## src/rtl/packer_pkg.sv

```systemverilog
// Shared definitions for the nibble packer: nibble width and the FILL/OUT state encoding.
package packer_pkg;

    localparam int NIBBLE_W = 4;

    typedef enum logic {
        FILL = 1'b0,
        OUT  = 1'b1
    } state_e;

endpackage

```

## src/rtl/nibble_packer.sv

```systemverilog
// Packs nibbles popped from an upstream FIFO into NIBBLES-wide words and presents
// each full (or flushed partial) word on a valid/ready output until accepted.
module nibble_packer
    import packer_pkg::*;
#(
    parameter int NIBBLES = 4
) (
    input  logic                             clk,
    input  logic                             rst,
    input  logic                             empty,
    input  logic [NIBBLE_W-1:0]              read_data,
    output logic                             read_en,
    input  logic                             flush,
    output logic [NIBBLE_W*NIBBLES-1:0]      out_data,
    output logic [$clog2(NIBBLES+1)-1:0]     out_cnt,
    output logic                             out_valid,
    input  logic                             out_ready
);

    localparam int                CNT_W    = $clog2(NIBBLES + 1);
    localparam int                DATA_W   = NIBBLE_W * NIBBLES;
    localparam logic [CNT_W-1:0]  ZERO_CNT = {CNT_W{1'b0}};
    localparam logic [CNT_W-1:0]  ONE_CNT  = CNT_W'(1);
    localparam logic [CNT_W-1:0]  LAST_IDX = CNT_W'(NIBBLES - 1);
    localparam logic [CNT_W-1:0]  FULL_CNT = CNT_W'(NIBBLES);
    localparam logic [DATA_W-1:0] ZERO_DAT = {DATA_W{1'b0}};

    state_e              state_r;
    state_e              state_s;
    logic [CNT_W-1:0]    cnt_r;
    logic [CNT_W-1:0]    cnt_s;
    logic [DATA_W-1:0]   data_s;
    logic [CNT_W-1:0]    out_cnt_s;
    logic                valid_s;

    // Pop request: only while collecting, never on a flush cycle, never out of reset.
    always_comb begin
        if (rst) begin
            read_en = 1'b0;
        end else begin
            read_en = (state_r == FILL) && !empty && !flush;
        end
    end

    // Next-state and next-output logic for the FILL/OUT machine.
    always_comb begin
        state_s   = state_r;
        cnt_s     = cnt_r;
        data_s    = out_data;
        out_cnt_s = out_cnt;
        valid_s   = out_valid;
        case (state_r)
            FILL: begin
                // A flush with nothing collected is dropped; unfilled nibbles are already zero.
                if (flush && (cnt_r != ZERO_CNT)) begin
                    state_s   = OUT;
                    out_cnt_s = cnt_r;
                    valid_s   = 1'b1;
                    cnt_s     = ZERO_CNT;
                end else if (read_en) begin
                    data_s[int'(cnt_r)*NIBBLE_W +: NIBBLE_W] = read_data;
                    if (cnt_r == LAST_IDX) begin
                        state_s   = OUT;
                        out_cnt_s = FULL_CNT;
                        valid_s   = 1'b1;
                        cnt_s     = ZERO_CNT;
                    end else begin
                        cnt_s = cnt_r + ONE_CNT;
                    end
                end else begin
                    cnt_s = cnt_r;
                end
            end
            OUT: begin
                if (out_ready) begin
                    state_s   = FILL;
                    valid_s   = 1'b0;
                    data_s    = ZERO_DAT;
                    out_cnt_s = ZERO_CNT;
                end else begin
                    state_s = OUT;
                end
            end
            default: begin
                state_s   = FILL;
                cnt_s     = ZERO_CNT;
                data_s    = ZERO_DAT;
                out_cnt_s = ZERO_CNT;
                valid_s   = 1'b0;
            end
        endcase
    end

    // State, counter and registered output word with synchronous reset.
    always_ff @(posedge clk) begin
        if (rst) begin
            state_r   <= FILL;
            cnt_r     <= ZERO_CNT;
            out_data  <= ZERO_DAT;
            out_cnt   <= ZERO_CNT;
            out_valid <= 1'b0;
        end else begin
            state_r   <= state_s;
            cnt_r     <= cnt_s;
            out_data  <= data_s;
            out_cnt   <= out_cnt_s;
            out_valid <= valid_s;
        end
    end

endmodule

```

## config.mk

```make
export PLATFORM = sky130hd
export DESIGN_NAME = nibble_packer
export DESIGN_NICKNAME = d
export VERILOG_FILES = /design/src/rtl/packer_pkg.sv /design/src/rtl/nibble_packer.sv
export SDC_FILE = /design/constraint.sdc
export NUM_CORES = 1
export LEC_CHECK = 0
export ABC_AREA = 1
export CAP_MARGIN = 20
export CELL_PAD_IN_SITES_DETAIL_PLACEMENT = 0
export CELL_PAD_IN_SITES_GLOBAL_PLACEMENT = 1
export CORE_MARGIN = 1.5
export CORE_UTILIZATION = 35
export CTS_CLUSTER_DIAMETER = 40
export DETAILED_ROUTE_END_ITERATION = 10
export MAX_ROUTING_LAYER = met4
export PLACE_DENSITY_LB_ADDON = 0.1
export RECOVER_POWER = 25
export SLEW_MARGIN = 20
export SYNTH_ARGS = -nofsm -noshare
export SYNTH_HDL_FRONTEND = slang
export SYNTH_SLANG_ARGS = --single-unit
```

## constraint.sdc

```tcl
create_clock -name clk -period 4.1 [get_ports clk]
set_clock_uncertainty 0.05 [all_clocks]
set_input_delay 0.82 -clock clk [delete_from_list [all_inputs] [get_ports clk]]
set_output_delay 0.82 -clock clk [all_outputs]
set_load 0.05 [all_outputs]
```

==> impl_metrics.toml <==
[global_route]
grt_max_degree = 26
first_global_vias = 1041
grt_pass1_wl_um = 4480
track_usage_pct = 16.9
grt_antenna_before_repair = 0
overflow = 0

[synthesis]
syn-num-nets = 171
synth_area_per_cell_um2 = 7.12
synth.most_common_cell = "nand2_1"
synth_edf_count = 0
yosys-top-cells-count = "nand2_1, dfxtp_1, a21oi_1, inv_1, nand3_1"
yosysTopAreaCellShare_pct = 42.4
synth_area_leaders = "dfxtp_1, nand2_1, a21oi_1"
synth_seq_cells = 24
synth-main-ff-cell = "dfxtp_1"
yosys.area.top_type = "dfxtp_1"
ys_types = 21
synth-seq-area-share_pct = 42.4
synthCells = 159
synth_area_um2 = 1130
synth_warnings = 0
synth-async-reset-ratio_pct = 0

[timing]
finalWorstSetupSlack_ns = 0.936
rsz0062_at_grt = "no"
min_period_over_period_pct = 77.2
slew_headroom_pct = 66.9
max_freq_ghz = 0.316
setup_violations = 0
period_minus_slack_ns = 3.16
drv_slew = 0
worst_hold_slack_ns = 0.415
fin_tns_setup_ns = 0
tightest_slew_ns = 0.496
hold_viol_final = 0

[routing]
drt_iter0_markers = 38
top_layer_used = "met4"
met2_length_um = 1220
routed_wirelength_um = 2660
post_drt_wl_per_cell_um = 11.4
wl_met3_um = 132
drt.antenna.violating_nets = 0
dr.pass1.iters = 6
vias = 1077
vias_per_cell = 4.60
drc = 0
met1_length_um = 1290

[placement]
place_area_um2 = 1470
place_ws_ns = 1.24
gp_congestion = 0.792
io_buffers = 29
dp_hpwl_um = 1990
dp_cells = 230

[setup_path]
reg2reg_from = "cnt_r[0]"
crit_chain = "dlygate4sd3_1, buf_4, nor2_4, nand3_1, inv_1, buf_4"
arrival_ns = 2.29
crit_type = "primary input to primary output"
critPathMaxFanout = 25
max_stage_delay_ns = 0.53
cp_top_family = "buffers and inverters"
crit_buf_inv = 4
reg2reg_slack_ns = 1.96
reg2reg_depth = 9
crit_required_ns = 3.23
cp-start-kind = "primary input"
critPathCaptureType = "primary output"
crit_top_cell = "buf_4"
rr_endpoint = "out_cnt[2]"
cp_slowest_cell = "dlygate4sd3_1"

[clock_tree]
htree_levels = 1
cts_tree = "built"
root_buffer = "clkbuf_4"
ctsResizeCount = 0
cts-buffers-inserted = 3
clock_sinks = 24
cts_hold_buf = 0
post-cts-setup-buffers = 0
cts_buffer_depth = 2
path_clk_slew_ns = 0.14
worstSkewPairLatency_ns = 0.32

[power_and_ir_drop]
finalPower_mw = 0.490
p_leak_nw = 0.592
ir_drop_uv = 149
p_per_area_nw_per_um2 = 326

[cells_and_area]
layout.cell_area.non_filler_um2 = 1500
area_growth_pct = 32.7
fin_cells = 234
fillerInstances = 347
post-route-util_pct = 49.2
final_net_count = 203
num_antenna_cells = 0
drive_gt1_share_pct = 8.95

[floorplan]
die-area_um2 = 3590
io_pins = 30
die_h_um = 59.9
start_util_pct = 37.1
die_w_um = 59.9
rows = 20
core_um2 = 3050

[run]
drv_cap = 0

[status]
status = "finished, final reports clean"

[hold_path]
hold_depth = 2
hp-class = "flip-flop to flip-flop"
min_to = "cnt_r[2]"
worstHoldStart = "cnt_r[2]"
registers in the layout, summed over array words and instances, names as in the netlist:
signal     count
cnt_r          3
out_cnt        3
out_valid      1
out_data      16
state_r        1
layout make-up:
cell class,count,area [µm²],share of cell area [%]
clock buffers,3,22.5,1.50
clock inverters,1,30.0,2.00
inverters,18,67.6,4.50
multi-input cells,114,552,36.7
flip-flops and latches,24,480,32.0
well taps,44,55.1,3.66
repair buffers,30,295,19.7
where the power goes:
part	switching [mW]	leakage, nW	internal [mW]
sequential	0.00358	0.194	0.237
clock	0.0772	0.0279	0.0988
combinational	0.0481	0.371	0.0257
total	0.129	0.592	0.361
worst max path at each step:
stage                     startpoint  slack [ns]      end  cells past startpoint
after global placement           rst        1.26  read_en                      6
after detailed placement         rst        1.24  read_en                      6
after floorplan                  rst        1.71  read_en                      4
after global routing             rst        0.83  read_en                      6
final                            rst        0.94  read_en                      6
after CTS                        rst        1.24  read_en                      6
per-layer routing:
metal	vias to the layer above	track usage (%)
li1	570	-
met1	475	21.8
met2	30	27.6
met3	2	2.16
met4	0	4.76
met5	-	-
cell usage in the layout (no fill, tap or decap), types with 2 or more instances in the layout:
master	count
nand2_1	47
clkdlybuf4s50_1	27
dfxtp_1	24
a21oi_1	23
inv_1	17
nand3_1	15
nor2_1	13
ha_1	3
clkbuf_4	3
nand2_2	2
nor2_2	2
o21ai_2	2
buf_4	2
worst reg2reg max path: stages, from the launching register on:
cell and delay (ns):
dfxtp_1 0.48, inv_1 0.16, ha_1 0.23, ha_1 0.23
nor2_1 0.26, nand2_1 0.14, nand2_1 0.16, nand2_1 0.17
nand3_1 0.10, a21oi_1 0.07
kinds of logic after synthesis:
logic type | Yosys count | synth area share, %
flip-flops | 24 | 42.4
adder cells (fa/ha/maj) | 3 | 3.32
buffers and inverters | 21 | 7.07
AND/OR/NAND/NOR | 84 | 34.4
AO/OA/AOI/OAI | 27 | 12.8
Power figures use the tool's default switching activity.
